===== src/rtl/lb_csr_regs.sv =====
// Local Bus CSR block: scratch, control, prescaled event counter, sticky status
// and a small loopback FIFO, answering reads one cycle after acceptance.
module lb_csr_regs #(
   parameter int ADDR_W     = 12,
   parameter int DATA_W     = 32,
   parameter int STRB_W     = DATA_W/8,
   parameter int FIFO_DEPTH = 4
) (
   input  logic              clk,
   input  logic              rst,
   input  logic [ADDR_W-1:0] waddr,
   input  logic [DATA_W-1:0] wdata,
   input  logic              wen,
   input  logic [STRB_W-1:0] wstrb,
   output logic              wready,
   input  logic [ADDR_W-1:0] raddr,
   input  logic              ren,
   output logic [DATA_W-1:0] rdata,
   output logic              rvalid,
   output logic              ctrl_en,
   output logic              irq
);

   localparam int PTR_W = (FIFO_DEPTH > 1) ? $clog2(FIFO_DEPTH) : 1;
   localparam int CNT_W = $clog2(FIFO_DEPTH) + 1;

   localparam logic [ADDR_W-1:0] A_SCR  = ADDR_W'('h000);
   localparam logic [ADDR_W-1:0] A_CTRL = ADDR_W'('h004);
   localparam logic [ADDR_W-1:0] A_CNT  = ADDR_W'('h008);
   localparam logic [ADDR_W-1:0] A_STAT = ADDR_W'('h00C);
   localparam logic [ADDR_W-1:0] A_FIFO = ADDR_W'('h010);

   logic [DATA_W-1:0] scratch_q, scratch_d;
   logic              en_q, en_d, ie_q, ie_d;
   logic [7:0]        presc_q, presc_d;
   logic [31:0]       cnt_q, cnt_d;
   logic [7:0]        pcnt_q, pcnt_d;
   logic              ovf_q, ovf_d, udf_q, udf_d;
   logic [PTR_W-1:0]  wptr_q, wptr_d, rptr_q, rptr_d;
   logic [CNT_W-1:0]  fcnt_q, fcnt_d;
   logic              rvalid_q, rvalid_d;
   logic [DATA_W-1:0] rdata_q, rdata_d;
   logic              irq_q, irq_d;
   logic [DATA_W-1:0] mem_q [FIFO_DEPTH];

   logic              any_strb, wr_scr, wr_ctrl, wr_stat, clr;
   logic              rd_acc, push_req, pop_req, push_ok, pop_ok;
   logic              fifo_empty, fifo_full;
   logic [DATA_W-1:0] stat_word, fifo_head, rd_mux;

   assign any_strb   = |wstrb;
   assign wr_scr     = wen && (waddr == A_SCR);
   assign wr_ctrl    = wen && (waddr == A_CTRL);
   assign wr_stat    = wen && (waddr == A_STAT) && wstrb[0];
   assign clr        = wr_ctrl && wstrb[0] && wdata[2];

   // The cycle right after a response pulse is the bridge still holding ren.
   assign rd_acc     = ren && !rvalid_q;
   assign push_req   = wen && (waddr == A_FIFO) && any_strb;
   assign pop_req    = rd_acc && (raddr == A_FIFO);

   assign fifo_empty = (fcnt_q == '0);
   assign fifo_full  = (fcnt_q == CNT_W'(FIFO_DEPTH));
   assign pop_ok     = pop_req && !fifo_empty;
   // A pop in the same cycle frees the slot a full-FIFO push needs.
   assign push_ok    = push_req && (!fifo_full || pop_ok);
   assign fifo_head  = fifo_empty ? '0 : mem_q[rptr_q];

   always_comb begin
      stat_word              = '0;
      stat_word[0]           = fifo_empty;
      stat_word[1]           = fifo_full;
      stat_word[2]           = ovf_q;
      stat_word[3]           = udf_q;
      stat_word[8 +: CNT_W]  = fcnt_q;
   end

   always_comb begin
      rd_mux = '0;
      case (raddr)
         A_SCR:   rd_mux = scratch_q;
         A_CTRL:  rd_mux = {16'h0, presc_q, 6'h0, ie_q, en_q};
         A_CNT:   rd_mux = cnt_q;
         A_STAT:  rd_mux = stat_word;
         A_FIFO:  rd_mux = fifo_head;
         default: rd_mux = '0;
      endcase
   end

   always_comb begin
      scratch_d = scratch_q;
      en_d      = en_q;
      ie_d      = ie_q;
      presc_d   = presc_q;
      cnt_d     = cnt_q;
      pcnt_d    = pcnt_q;
      wptr_d    = wptr_q;
      rptr_d    = rptr_q;
      fcnt_d    = fcnt_q;
      rvalid_d  = rd_acc;
      rdata_d   = rd_acc ? rd_mux : rdata_q;

      for (int b = 0; b < STRB_W; b++) begin
         if (wr_scr && wstrb[b]) scratch_d[8*b +: 8] = wdata[8*b +: 8];
      end

      if (wr_ctrl && wstrb[0]) begin
         en_d = wdata[0];
         ie_d = wdata[1];
      end
      if (wr_ctrl && wstrb[1]) presc_d = wdata[15:8];

      // >= keeps the prescaler bounded if PRESC is lowered mid-count.
      if (clr) begin
         cnt_d  = '0;
         pcnt_d = '0;
      end else if (en_q) begin
         if (pcnt_q >= presc_q) begin
            pcnt_d = '0;
            cnt_d  = cnt_q + 32'd1;
         end else begin
            pcnt_d = pcnt_q + 8'd1;
         end
      end

      if (push_ok) wptr_d = wptr_q + PTR_W'(1);
      if (pop_ok)  rptr_d = rptr_q + PTR_W'(1);
      case ({push_ok, pop_ok})
         2'b10:   fcnt_d = fcnt_q + CNT_W'(1);
         2'b01:   fcnt_d = fcnt_q - CNT_W'(1);
         default: fcnt_d = fcnt_q;
      endcase

      // Sticky flags: a new event outranks a same-cycle W1C.
      ovf_d = (push_req && fifo_full && !pop_ok) || (ovf_q && !(wr_stat && wdata[2]));
      udf_d = (pop_req && fifo_empty)            || (udf_q && !(wr_stat && wdata[3]));
      irq_d = ie_q && (ovf_q || udf_q);
   end

   always_ff @(posedge clk) begin
      if (!rst) begin
         scratch_q <= '0;
         en_q      <= 1'b0;
         ie_q      <= 1'b0;
         presc_q   <= '0;
         cnt_q     <= '0;
         pcnt_q    <= '0;
         ovf_q     <= 1'b0;
         udf_q     <= 1'b0;
         wptr_q    <= '0;
         rptr_q    <= '0;
         fcnt_q    <= '0;
         rvalid_q  <= 1'b0;
         rdata_q   <= '0;
         irq_q     <= 1'b0;
      end else begin
         scratch_q <= scratch_d;
         en_q      <= en_d;
         ie_q      <= ie_d;
         presc_q   <= presc_d;
         cnt_q     <= cnt_d;
         pcnt_q    <= pcnt_d;
         ovf_q     <= ovf_d;
         udf_q     <= udf_d;
         wptr_q    <= wptr_d;
         rptr_q    <= rptr_d;
         fcnt_q    <= fcnt_d;
         rvalid_q  <= rvalid_d;
         rdata_q   <= rdata_d;
         irq_q     <= irq_d;
      end
   end

   // Storage needs no reset: the empty check masks stale entries.
   always_ff @(posedge clk) begin
      if (rst && push_ok) mem_q[wptr_q] <= wdata;
   end

   assign wready  = 1'b1;
   assign rdata   = rdata_q;
   assign rvalid  = rvalid_q;
   assign ctrl_en = en_q;
   assign irq     = irq_q;

endmodule


===== config.mk =====
export PLATFORM = sky130hd
export DESIGN_NAME = lb_csr_regs
export DESIGN_NICKNAME = d
export VERILOG_FILES = /design/src/rtl/lb_csr_regs.sv
export SDC_FILE = /design/constraint.sdc
export NUM_CORES = 1
export LEC_CHECK = 0
export ABC_AREA = 1
export CAP_MARGIN = 15
export CORE_MARGIN = 5
export CORE_UTILIZATION = 40
export DETAILED_ROUTE_END_ITERATION = 16
export SETUP_SLACK_MARGIN = 0.05
export SYNTH_ARGS = -nofsm -noshare
export SYNTH_HDL_FRONTEND = slang
export SYNTH_SLANG_ARGS = --single-unit

===== constraint.sdc =====
create_clock -name clk -period 3.3 [get_ports clk]
set_clock_uncertainty 0.2 [all_clocks]
set_input_delay 0.66 -clock clk [delete_from_list [all_inputs] [get_ports clk]]
set_output_delay 0.66 -clock clk [all_outputs]
set_load 0.03 [all_outputs]

Yosys cells after proc, flatten, opt, wreduce, memory -nomap -nowiden
Memory sizes are Yosys's and may differ from the RTL's. A register that Yosys moved wholly into a read port is not among the register bits.
Index checks and enable logic that the tools add are counted.
{ "op_classes": {"n_lt_le_gt_ge": 1, "bitwise_logic": 1, "reduce_logical": 43, "n_eq_ne": 10, "addsub": 6, "muxes": 8} }
{ "op_table": {"columns": ["operator", "n"], "rows": [
  ["$pmux W32 S5", 1],
  ["$eq A12 B4 Y1 const B", 3],
  ["$add A32 B1 Y32 const B", 1],
  ["$mux W32", 1],
  ["$logic_and A1 B1 Y1", 26],
  ["$eq A12 B3 Y1 const B", 2],
  ["$eq A12 B5 Y1 const B", 2],
  ["$logic_not A12 Y1", 2],
  ["$add A8 B1 Y8 const B", 1],
  ["$ge A8 B8 Y1", 1],
  ["$mux W8", 1],
  ["$logic_not A1 Y1", 6],
  ["$pmux W3 S2", 1],
  ["$add A2 B1 Y2 const B", 2],
  ["$logic_or A1 B1 Y1", 4],
  ["$mux W2", 2],
  ["$reduce_or A4 Y1", 1],
  ["$add A3 B1 Y3 const B", 1],
  ["$eq A3 B3 Y1 const B", 1],
  ["$logic_not A3 Y1", 1],
  ["$sub A3 B1 Y3 const B", 1],
  ["$eq A2 B1 Y1 const B", 1],
  ["$eq A2 B2 Y1 const B", 1],
  ["$mux W1", 2],
  ["other kinds (4)", 4]
]} }
{ "word_totals": {"ff_bits": 125, "elab_cells": 87, "mem_count": 1, "ramBits": 128, "output_inout_bits": 36} }
{ "memory_table": {"columns": ["memory", "depth", "word_bits", "read_ports", "rd_ports_with_merged_regs", "write_ports", "line_no", "source"], "rows": [
  ["mem_q", 4, 32, 1, 1, 1, "44", "logic [DATA_W-1:0] mem_q [FIFO_DEPTH];"]
]} }

Depth between registers and ports, before layout
{ "depth": {"depth_word": 9, "mapped_depth": 13, "depth_no_buf": 13} }

Worst setup path before layout
Ideal clock, no wire load.
{ "synth_timing": {"kind": "input-to-reg", "startpoint": "in raddr[1]", "endpoint": "mem mem_q[0][0] (enable)", "t_arrival_ns": 2.755, "path_stages": 7, "setup_slack_ns": -0.076, "setup_time_ns": 0.421, "cell_sequence": "nor2_4 nand2_2 nor2_8 nand3_1 nand2_1 nand3_1 nor2_1"} }
{ "synth_via": {"elab_chain_len": 8} }
{ "synth_lines": {"columns": ["item", "line_no", "source"], "rows": [
  ["from (decl)", "16", "input logic [ADDR_W-1:0] raddr,"],
  ["$eq A12 B5 Y1", "60", "assign pop_req = rd_acc && (raddr == A_FIFO);"],
  ["$logic_and A1 B1 Y1", "60", null],
  ["$logic_and A1 B1 Y1", "64", "assign pop_ok = pop_req && !fifo_empty;"],
  ["$logic_or A1 B1 Y1", "66", "assign push_ok = push_req && (!fifo_full || pop_ok);"],
  ["$logic_and A1 B1 Y1", "66", null],
  ["$logic_and A1 B1 Y1", "176", "if (rst && push_ok) mem_q[wptr_q] <= wdata;"],
  ["$mux W1", "176", null],
  ["$mux W1 (not written as such)", "176", null],
  ["to (decl)", "44", null]
]} }
No other way between the ends.

Final worst setup path
{ "layout_timing": {"startpoint": "reg en_q, in the netlist ctrl_en", "endpoint": "out ctrl_en"} }
{ "layout_lines": {"columns": ["item", "line_no", "source"], "rows": [
  ["from (decl)", "34", "logic en_q, en_d, ie_q, ie_d;"],
  ["from (signal assigned)", "158", "en_q <= en_d;"],
  ["to (decl)", "20", "output logic ctrl_en,"]
]} }
No word-level cell between the ends.

==> flow_metrics.env <==
export IMPL_ctsResizeCount=0
export IMPL_antenna_found_initial=0
export IMPL_cts_tree="yes"
export IMPL_via_per_inst=5.11
export IMPL_grt_pass1_wl_um=48800
export IMPL_clk_path_buf_depth=3
export IMPL_drc=0
export IMPL_hold_viol_final=0
export IMPL_yosysWarnings=0
export IMPL_whs_endpoint="scratch_q[14]"
export IMPL_io_buffers=98
export IMPL_ioPinCount=100
export IMPL_ir_worst_vdd_uv=486
export IMPL_ys_seq_elements=255
export IMPL_ys_types=41
export IMPL_min_period_ns=2.68
export IMPL_crit_arrival_ns=1.82
export IMPL_holdPathStages=2
export IMPL_postCtsSetupRepairBufs=0
export IMPL_syn_nets=1361
export IMPL_num_vias=9098
export IMPL_wirelength_um=31000
export IMPL_detail_route_antenna_nets=0
export IMPL_place_congestion=0.838
export IMPL_drt_iter0_markers=659
export IMPL_syn_avg_cell_area_um2=8.95
export IMPL_core_area_um2=28500
export IMPL_drt_pass1_iterations=5
export IMPL_synthArstFlopShare_pct=0
export IMPL_worstHoldStart="scratch_q[14]"
export IMPL_path_clk_slew_ns=0.06
export IMPL_nets=1452
export IMPL_synth_ff_type="edfxtp_1"
export IMPL_synth_edf_count=128
export IMPL_reg2reg_depth=12
export IMPL_grt_ovfl_total=0
export IMPL_crit_required_ns=2.44
export IMPL_cap_violations=0
export IMPL_synth_area_um2=11500
export IMPL_mostFrequentLayoutCells="nand2_1, nor2_1, o21ai_0, edfxtp_1, dfxtp_1"
export IMPL_clkLatencyLatePin_ns=0.53
export IMPL_finish_utilization_pct=48.3
export IMPL_cts_buffers=28
export IMPL_reg2reg_from="fcnt_q[0]"
export IMPL_start_util_pct=40.2
export IMPL_grt_max_degree=65
export IMPL_worst_pin_slew_ns=0.887
export IMPL_fmax_mhz=373
export IMPL_drive_gt1_share_pct=8.17
export IMPL_rrSetupSlack_ns=0.95
export IMPL_die_h_um=179
export IMPL_ys_seq_area_share_pct=55.7
export IMPL_area_growth_syn_to_layout_pct=20.3
export IMPL_p_total_mw=6.81
export IMPL_final_setup_viol_count=0
export IMPL_post_route_period_util_pct=81.3
export IMPL_slew_violations=0
export IMPL_cts_root_buf="clkbuf_16"
export IMPL_cp_start_kind="flip-flop"
export IMPL_final_area_um2=13800
export IMPL_rows=62
export IMPL_r2r_end="fcnt_q[2]"
export IMPL_pre_cts_ws_ns=0.190
export IMPL_crit_fanout=20
export IMPL_cellPowerDensity_nw_per_um2=494
export IMPL_final_common_cell="nand2_1"
export IMPL_antennaDiodeCount=0
export IMPL_outcome="complete, no violations"
export IMPL_cp_end_kind="output pin"
export IMPL_slew_headroom_pct=40.8
export IMPL_rsz0062_at_grt="no"
export IMPL_track_usage_pct=19.2
export IMPL_fin_tns_setup_ns=0
export IMPL_synth_cells=1282
export IMPL_die_area_um2=32200
export IMPL_finalWorstSetupSlack_ns=0.617
export IMPL_cts_hold_fix_buffers=0
export IMPL_post_drt_wl_per_cell_um=17.4
export IMPL_dp_hpwl_um=21600
export IMPL_hp_class="reg2reg"
export IMPL_grt_pass1_vias=8943
export IMPL_ctsHtreeMaxLevel=1
export IMPL_die_w_um=179
export IMPL_place_area_um2=12900
export IMPL_cts_sinks=255
export IMPL_path_class="reg2out"
export IMPL_power_leakage_nw=4.62
## power by group
group | internal [mW] | switching (mW) | total (mW)
Clock | 1.86 | 1.25 | 3.11
Combinational | 0.143 | 0.198 | 0.342
Sequential | 3.35 | 0.0175 | 3.36
## final cells by class
cell class	instances	area (um^2)
fillers	2775	14700
flip-flops and latches	255	6390
multi-input cells	867	4410
repair buffers	122	1230
clock buffers	37	766
well taps	384	480
inverters	99	374
clock inverters	15	153
## metrics by stage
stage,cells,hold WS [ns]
finish,1779,0.245
global route,1779,0.264
CTS,1779,0.245
detailed placement,1727,0.236
global placement,1727,0.235
floorplan,1282,0.224
## state kept, by name, summed over array words and instances (netlist names), named ones only
name,count
cnt_q,32
ctrl_en,1
fcnt_q,3
ie_q,1
irq,1
mem_q,128
ovf_q,1
pcnt_q,8
presc_q,8
rdata,32
rptr_q,2
rvalid,1
scratch_q,32
udf_q,1
wptr_q,2
## worst max-delay path: stages, from the launching register on
cell,delay (ns)
dfxtp_1,0.30
buf_4,0.26
clkdlybuf4s50_1,0.73
## logic make-up after synthesis
family	Yosys count	synth area share, %
XOR/XNOR	33	2.52
AND/OR/NAND/NOR	514	19.4
buffers and inverters	160	6.06
flip-flops	255	55.7
other	1	0.0327
AO/OA/AOI/OAI	304	14.6
adder cells (fa/ha/maj)	15	1.70
## synthesized netlist by cell type, drive strengths merged (3+ instances only)
cell type  number  area, um^2
a21oi          99         499
a32o            7        70.1
a41oi          16         140
buf            32         213
clkbuf         29         109
dfxtp         127        2540
edfxtp        128        3840
ha             14         175
inv            99         374
nand2         241         937
nand3          70         365
nand3b          3        22.5
nand4          10        62.6
nor2          175         723
nor3           14         106
o211ai          7        52.6
o21ai         157         797
o22ai          13        81.3
xnor2           9        78.8
xor2           24         210
## layer usage
metal | part of all wire, % | track usage [%]
met1 | 44 | 25.4
met2 | 49 | 33.3
met3 | 5.1 | 3.25
met4 | 2.2 | 4.32
met5 | 0 | 0
## how the worst max path moves through the flow
stage / startpoint / end / slack (ns) / depth (start not counted)
4_1_cts: ctrl_en / ctrl_en / 0.59 / 2
2_1_floorplan: raddr[1] / mem_q[0][0] / -0.08 / 7
3_5_place_dp: wen / mem_q[1][28] / 0.19 / 8
5_1_grt: ctrl_en / ctrl_en / 0.57 / 2
6_report: ctrl_en / ctrl_en / 0.62 / 2
3_3_place_gp: wen / mem_q[0][28] / 0.24 / 8
Note: power is estimated with default switching activity, not from simulation.
